===== src/rtl/mips_trace_capture.sv =====
`default_nettype none
// ============================================================================
// Module   : mips_trace_capture
// Purpose  : On-chip execution trace recorder for the single-cycle mips_cpu.
//            Stores {pc, instr, alu_result, reg_write, mem_write} records in a
//            DEPTH-entry buffer (circular or one-shot), detects program halt
//            (halt instruction or a stuck pc) and offers a 1-cycle readout.
// Revision : 1.0  initial release
// ============================================================================
module mips_trace_capture #(
    parameter int          DEPTH       = 16,
    parameter int          ADDR_W      = 4,
    parameter int          MODE        = 0,
    parameter logic [31:0] HALT_INSTR  = 32'h0000_000C,
    parameter int          HALT_CYCLES = 4
) (
    input  logic              clk,
    input  logic              reset,
    input  logic              arm,
    input  logic              clear,
    input  logic              sample_valid,
    input  logic [31:0]       pc,
    input  logic [31:0]       instr,
    input  logic [31:0]       alu_result,
    input  logic              reg_write,
    input  logic              mem_write,
    input  logic              rd_en,
    input  logic [ADDR_W-1:0] rd_idx,
    output logic [97:0]       rd_data,
    output logic              rd_valid,
    output logic [ADDR_W:0]   count,
    output logic              overflow,
    output logic              halted,
    output logic              capturing
);

    localparam int              c_REC_W     = 98;
    localparam int              c_STB_W     = $clog2(HALT_CYCLES + 1);
    localparam logic [ADDR_W:0] c_DEPTH_CNT = (ADDR_W + 1)'(DEPTH);
    localparam logic [c_STB_W-1:0] c_HC     = c_STB_W'(HALT_CYCLES);

    localparam logic [1:0] c_IDLE    = 2'd0;
    localparam logic [1:0] c_CAPTURE = 2'd1;
    localparam logic [1:0] c_DONE    = 2'd2;

    logic [1:0]         r_state;
    logic [1:0]         w_next;
    logic [ADDR_W-1:0]  r_wr_ptr;
    logic [ADDR_W:0]    r_count;
    logic               r_overflow;
    logic               r_halted;
    logic               r_capturing;
    logic [c_STB_W-1:0] r_stable;
    logic [31:0]        r_last_pc;
    logic [c_REC_W-1:0] r_rd_data;
    logic               r_rd_valid;
    logic [c_REC_W-1:0] r_mem [DEPTH];

    logic               w_in_capture;
    logic               w_can_read;
    logic               w_full;
    logic               w_block;
    logic               w_take;
    logic               w_halt;
    logic [c_STB_W-1:0] w_stable_nxt;
    logic [ADDR_W-1:0]  w_oldest;
    logic [ADDR_W-1:0]  w_phys;
    logic               w_in_range;

    // Buffer bookkeeping shared by the FSM and the datapath. A one-shot buffer
    // that is full refuses further samples; a clear always wins over a sample.
    assign w_full       = (r_count == c_DEPTH_CNT);
    assign w_block      = (MODE == 1) && w_full;
    assign w_take       = w_in_capture && sample_valid && !clear && !w_block;
    assign w_stable_nxt = (r_stable != '0 && pc == r_last_pc)
                          ? ((r_stable == c_HC) ? r_stable : r_stable + c_STB_W'(1))
                          : c_STB_W'(1);
    assign w_halt       = w_take && ((instr == HALT_INSTR) || (w_stable_nxt >= c_HC));
    assign w_oldest     = w_full ? r_wr_ptr : '0;
    assign w_phys       = w_oldest + rd_idx;
    assign w_in_range   = ({1'b0, rd_idx} < r_count);

    // State register.
    always_ff @(posedge clk or posedge reset) begin
        if (reset) r_state <= c_IDLE;
        else       r_state <= w_next;
    end

    // Next-state logic: clear dominates, arm is only honoured in IDLE.
    always_comb begin
        w_next = r_state;
        if (clear) begin
            w_next = c_IDLE;
        end else begin
            case (r_state)
                c_IDLE:    if (arm) w_next = c_CAPTURE;
                c_CAPTURE: if (w_halt || w_block) w_next = c_DONE;
                c_DONE:    w_next = c_DONE;
                default:   w_next = c_IDLE;
            endcase
        end
    end

    // State-decoded qualifiers for capture and readout.
    always_comb begin
        w_in_capture = 1'b0;
        w_can_read   = 1'b0;
        case (r_state)
            c_CAPTURE: w_in_capture = 1'b1;
            c_IDLE,
            c_DONE:    w_can_read   = 1'b1;
            default:   w_can_read   = 1'b0;
        endcase
    end

    // Pointer, count, flag, halt-detector and readout registers.
    always_ff @(posedge clk or posedge reset) begin
        if (reset) begin
            r_wr_ptr    <= '0;
            r_count     <= '0;
            r_overflow  <= 1'b0;
            r_halted    <= 1'b0;
            r_capturing <= 1'b0;
            r_stable    <= '0;
            r_last_pc   <= '0;
            r_rd_data   <= '0;
            r_rd_valid  <= 1'b0;
        end else begin
            r_capturing <= (w_next == c_CAPTURE);
            if (clear) begin
                r_wr_ptr   <= '0;
                r_count    <= '0;
                r_overflow <= 1'b0;
                r_halted   <= 1'b0;
                r_stable   <= '0;
            end else if (r_state == c_IDLE && arm) begin
                r_wr_ptr <= '0;
                r_count  <= '0;
                r_stable <= '0;
            end else if (w_take) begin
                r_wr_ptr  <= r_wr_ptr + ADDR_W'(1);
                r_stable  <= w_stable_nxt;
                r_last_pc <= pc;
                if (w_full) r_overflow <= 1'b1;
                else        r_count    <= r_count + (ADDR_W + 1)'(1);
                if (w_halt) r_halted   <= 1'b1;
            end

            if (rd_en && w_can_read) begin
                r_rd_valid <= 1'b1;
                r_rd_data  <= w_in_range ? r_mem[w_phys] : '0;
            end else begin
                r_rd_valid <= 1'b0;
            end
        end
    end

    // Trace storage; contents deliberately survive reset for post-mortem reads.
    always_ff @(posedge clk) begin
        if (w_take) r_mem[r_wr_ptr] <= {pc, instr, alu_result, reg_write, mem_write};
    end

    assign rd_data   = r_rd_data;
    assign rd_valid  = r_rd_valid;
    assign count     = r_count;
    assign overflow  = r_overflow;
    assign halted    = r_halted;
    assign capturing = r_capturing;

endmodule
`default_nettype wire


===== config.mk =====
export PLATFORM = sky130hd
export DESIGN_NAME = mips_trace_capture
export DESIGN_NICKNAME = d
export VERILOG_FILES = /design/src/rtl/mips_trace_capture.sv
export SDC_FILE = /design/constraint.sdc
export NUM_CORES = 2
export LEC_CHECK = 0
export CORE_MARGIN = 2
export CORE_UTILIZATION = 50
export DETAILED_ROUTE_END_ITERATION = 8
export PLACE_DENSITY = 0.66
export SLEW_MARGIN = 20
export SYNTH_ARGS = -nofsm -noshare
export SYNTH_HDL_FRONTEND = slang
export SYNTH_SLANG_ARGS = --single-unit
export TNS_END_PERCENT = 20

===== constraint.sdc =====
create_clock -name clk -period 12 [get_ports clk]
set_input_delay 1.8 -clock clk [delete_from_list [all_inputs] [get_ports clk]]
set_output_delay 1.8 -clock clk [all_outputs]
set_load 0.05 [all_outputs]

== Word-level counts from Yosys, hierarchy flattened ==
Memories as Yosys holds them, arrays and structs flattened.
Cells that the tools add are included.

* $add $sub $neg: 4
* Bitwise gates (word level): 2
* Reduce and logical (&&, ||, !) cells: 19
* Equal/unequal tests: 9
* Magnitude comparators: 2
* Muxes and demuxes: 31

{| class="wikitable"
|+ Operator list
! cell !! number
|-
| $mux W98 || 1
|-
| $eq A32 B32 Y1 || 1
|-
| $eq A32 B4 Y1 const B || 1
|-
| $mux W5 || 4
|-
| $mux W4 || 4
|-
| $mux W3 || 5
|-
| $mux W1 || 13
|-
| $reduce_and A3 Y1 || 3
|-
| $logic_and A1 B1 Y1 || 6
|-
| $mux W2 || 3
|-
| $pmux W2 S3 || 1
|-
| $reduce_bool A2 Y1 || 3
|-
| $reduce_bool A3 Y1 || 2
|-
| $add A5 B1 Y5 const B || 1
|-
| $eq A5 B5 Y1 const B || 1
|-
| $lt A4 B5 Y1 || 1
|-
| $add A4 B1 Y4 const B || 1
|-
| $add A4 B4 Y4 || 1
|-
| $eq A2 B1 Y1 const B || 2
|-
| $add A3 B1 Y3 const B || 1
|-
| $eq A3 B3 Y1 const B || 1
|-
| $ge A3 B3 Y1 const B || 1
|-
| $ne A3 B2 Y1 const B || 1
|-
| $eq A2 B2 Y1 const B || 1
|-
| other kinds (7) || 8
|}

* Input bits: 108
* Flip-flop bits (word level): 148
* Output and inout port bits: 107
* Bits in writable memories: 1,568
* Logic and storage cells: 78
* Memories kept: 1

{| class="wikitable"
|+ Memory list
! name !! depth !! width !! rd ports !! clocked after Yosys merged registers in !! wr ports !! line !! source
|-
| r_mem || 16 || 98 || 1 || 0 || 1 || 57 || <nowiki>logic [c_REC_W-1:0] r_mem [DEPTH];</nowiki>
|}

== Depth between registers and ports, before layout ==
* Depth after elaboration: 10
* Depth in mapped cells: 14
* Mapped depth without buffers: 11

== Worst setup path before layout ==
No wires, ideal clock.

* Path kind: input to register
* From: input port clear
* To: memory r_mem[0][0] (enable)
* Setup time: 794 ps
* Data required time: 11,206 ps
* Path buffers: 2
* Arrival time: 11,786 ps
* Path slack: -580 ps
* Cell stages on the path: 4
* Path through: clkbuf_1 > or3_1 > clkbuf_1 > nor4_1

* Word-level cells in the longest chain between the ends: 4

{| class="wikitable"
|+ RTL lines
! what !! line !! source
|-
| from (decl) || 20 || <nowiki>input logic clear,</nowiki>
|-
| $logic_not A1 Y1 || 74 || <nowiki>assign w_take = w_in_capture && sample_valid && !clear && !w_block;</nowiki>
|-
| $logic_and A1 B1 Y1 || 74 ||
|-
| $mux W1 || 160 || <nowiki>if (w_take) r_mem[r_wr_ptr] <= {pc, instr, alu_result, reg_write, mem_write};</nowiki>
|-
| $mux W1 (implied by the code) || 160 ||
|-
| to (decl) || 57 ||
|}

Every way passes these cells.

== Final worst setup path ==
* From: input port clear
* To: memory r_mem[11][24] (enable)

The elaborated chain is that of the path after synthesis.

==> impl_metrics.env <==
export IMPL_critPathMaxFanout=41
export IMPL_rsz0062_at_grt="false"
export IMPL_leakage_nw=25.1
export IMPL_cts_hold_fix_buffers=0
export IMPL_yosysUniqueCellTypes=42
export IMPL_holdCritPathClass="reg -> reg"
export IMPL_max_cap_viol_count=0
export IMPL_fin_ws_ns=6.39
export IMPL_drtIter0Drc=3630
export IMPL_ys_seq_area_share_pct=76.7
export IMPL_setup_viol=0
export IMPL_required_ns=12.41
export IMPL_cts_sinks=1716
export IMPL_worstMarginPinSlew_ns=1.14
export IMPL_start_kind="input pin"
export IMPL_grt_first_pass_wirelength_um=227000
export IMPL_drive_gt1_share_pct=21.0
export IMPL_netlist_instances=3261
export IMPL_cp_num_buf_inv=3
export IMPL_cp_common_cell="buf_4"
export IMPL_cts_tree="yes"
export IMPL_p_clk_share_pct=40.6
export IMPL_timing_final_crit_share_pct=46.8
export IMPL_ys_flop_type="edfxtp_1"
export IMPL_slew_headroom_pct=24.0
export IMPL_synth_edf_count=1568
export IMPL_ios=215
export IMPL_vias=33000
export IMPL_area_growth_pct=14.9
export IMPL_end_kind="register"
export IMPL_final_common_cell="edfxtp_1"
export IMPL_critPathKind="in -> reg"
export IMPL_grt_pass1_vias=33700
export IMPL_max_freq_mhz=178
export IMPL_dp_hpwl_um=80200
export IMPL_cp_slowest_cell="or3_2"
export IMPL_place_area_mm2=0.0707
export IMPL_cp_data_arrival_time_ns=6.03
export IMPL_synthArstFlopShare_pct=8.62
export IMPL_portBuffers=214
export IMPL_antenna_found_initial=14
export IMPL_final_area_mm2=0.0761
export IMPL_grt_usage_pct=22.8
export IMPL_p_seq_share_pct=52.8
export IMPL_core_rowCount=133
export IMPL_power_switching_w=0.00278
export IMPL_power_frac_comb_pct=6.6
export IMPL_die_x_um=368
export IMPL_cts_resized_gates=0
export IMPL_status="completed"
export IMPL_synth_seq_cells=1716
export IMPL_dp_cells=5132
export IMPL_syn_area_mm2=0.0662
export IMPL_stdcell_count=5457
export IMPL_hold_start="r_last_pc[1]"
export IMPL_start_util_pct=50.4
export IMPL_cpLargestDelayFamily="buffers and inverters"
export IMPL_insertion_delay_ns=0.80
export IMPL_clkSlewWorstSetupHoldPaths_ns=0.06
export IMPL_cts_buffers=170
export IMPL_htreeDepth=4
export IMPL_avgRoutedWirePerCell_um=27.9
export IMPL_yosysWarnings=0
export IMPL_path_cells="clkdlybuf4s50_1 > or3_2 > nor2_1 > and3_4 > buf_4 > buf_4"
export IMPL_root_buffer="clkbuf_16"
export IMPL_core_mm2=0.131
export IMPL_pwr_density_cell_mw_per_mm2=166
export IMPL_finalWirelength_um=152000
export IMPL_hold_viol=0
export IMPL_nNetsFinal=3672
export IMPL_grt_ovfl_total=0
export IMPL_clockBufferDepth=3
export IMPL_vias_per_cell=6.05
export IMPL_final_cell_mix="1568 x edfxtp_1, 496 x nand2_1, 392 x mux4_2"
export IMPL_post_cts_setup_buffers=0
export IMPL_fin_skew_ns=0.0237
export IMPL_p_int_w=0.00982
export IMPL_drt_first_pass_iters=5
export IMPL_route_detailed_drc=0
export IMPL_slew_viol_final=0
export IMPL_grt_start_max_net_pins=147
export IMPL_die_area_mm2=0.135
export IMPL_min_period_ns=5.61
export IMPL_timing_rr_start="count[1]"
export IMPL_die_h_um=368
export IMPL_critPathMaxStageDelay_ns=0.96
export IMPL_ir_worst_vdd_mv=0.134
export IMPL_syn_num_nets=3384
export IMPL_power_switching_share_pct=22.1
export IMPL_avgSynthCellArea_um2=20.3
export IMPL_final_setup_tns_ns=0
export IMPL_critPathLaunch="clear"
export IMPL_ant_nets=0
export IMPL_post_place_ws_ns=5.57
export IMPL_gp_congestion=0.762
export IMPL_final_util_pct=57.9
[worst paths after layout]
check                                     end  slack, ns  depth (start not counted)
min in group asynchronous           capturing       1.60                          2
max in group asynchronous         rd_data[57]       8.81                          3
worst max-delay path            r_mem[11][24]       6.39                          6
worst min register to register   r_last_pc[1]       0.50                          2
worst min-delay path             r_last_pc[1]       0.50                          2
worst max register to register    rd_data[67]       6.82                         13
[per-layer routing]
layer	track usage, %	vias to the layer above	share of wire [%]
li1	-	13800	-
met3	5.23	213	7.8
met1	32.7	17800	42
met2	35.8	1268	48
met4	5.53	14	1.9
met5	0	-	0.059
[worst register-to-register path, cell delays in order, from the launching register on]
cell and delay (ns):
dfrtp_1 0.53, inv_1 0.19, ha_1 0.17, and4bb_4 0.30
and2_1 0.25, ha_4 0.16, inv_1 0.05, fa_4 0.84
buf_12 0.61, buf_4 0.93, mux4_2 0.49, nand2_1 0.10
nand3_1 0.12, a32o_1 0.34
[area by class of cell]
| type | instances | area, um2 |
|---|---|---|
| Antenna cell | 6 | 15.0 |
| Fill cell | 9635 | 55400 |
| Sequential cell | 1716 | 50800 |
| Tap cell | 1755 | 2200 |
| Multi-Input combinational cell | 1339 | 14700 |
| Timing Repair Buffer | 300 | 2910 |
| Inverter | 22 | 90.1 |
| Clock inverter | 78 | 623 |
| Clock buffer | 241 | 4760 |
[cell usage after synthesis (7+ instances only)]
master | n | share of area [%]
nand3b_4 | 36 | 1.1
edfxtp_1 | 1568 | 71
mux4_2 | 392 | 13
nor2_1 | 17 | 0.096
dfrtp_1 | 148 | 5.6
xnor2_1 | 8 | 0.11
a21oi_1 | 8 | 0.060
buf_2 | 51 | 0.39
xor2_1 | 29 | 0.38
nand3_1 | 102 | 0.77
a32o_1 | 98 | 1.5
clkbuf_1 | 115 | 0.65
a21o_1 | 7 | 0.079
nand2_1 | 496 | 2.8
nor4_1 | 18 | 0.17
inv_1 | 21 | 0.12
nand4_1 | 7 | 0.066
nand3b_1 | 64 | 0.73
ha_1 | 14 | 0.26
o21ai_0 | 8 | 0.060
[per-stage QoR]
stage                     power [W]  hold slack, ns
after floorplan             0.00727           0.466
after global placement      0.00761           0.478
after detailed placement    0.00762           0.482
after CTS                    0.0127           0.498
after global routing         0.0130           0.517
final                        0.0126           0.495
[cell families after synthesis]
family	Yosys count	share of synthesized area [%]
fa+ha+maj	15	0.295
buf+inv	206	1.37
simple gates	763	5.96
compound gates	130	1.79
flops	1716	76.7
xor+xnor	39	0.539
mux	392	13.3
[flip-flops by register name (all words and copies together), names as in the netlist, 2 cells and up]
name       flops
r_wr_ptr       4
r_state        2
r_last_pc     32
count          5
rd_data       98
r_stable       3
r_mem       1568
[power by group through the flow]
| stage | Sequential (W) | Clock, W | Combinational (W) |
|---|---|---|---|
| 3_3_place_gp | 0.00678 | 0 | 0.000831 |
| 5_1_grt | 0.00666 | 0.00543 | 0.000891 |
| 6_report | 0.00666 | 0.00511 | 0.000830 |
| 2_1_floorplan | 0.00689 | 0 | 0.000381 |
| 4_1_cts | 0.00666 | 0.00521 | 0.000843 |
| 3_5_place_dp | 0.00678 | 0 | 0.000841 |
(Power assumes the default switching activity.)
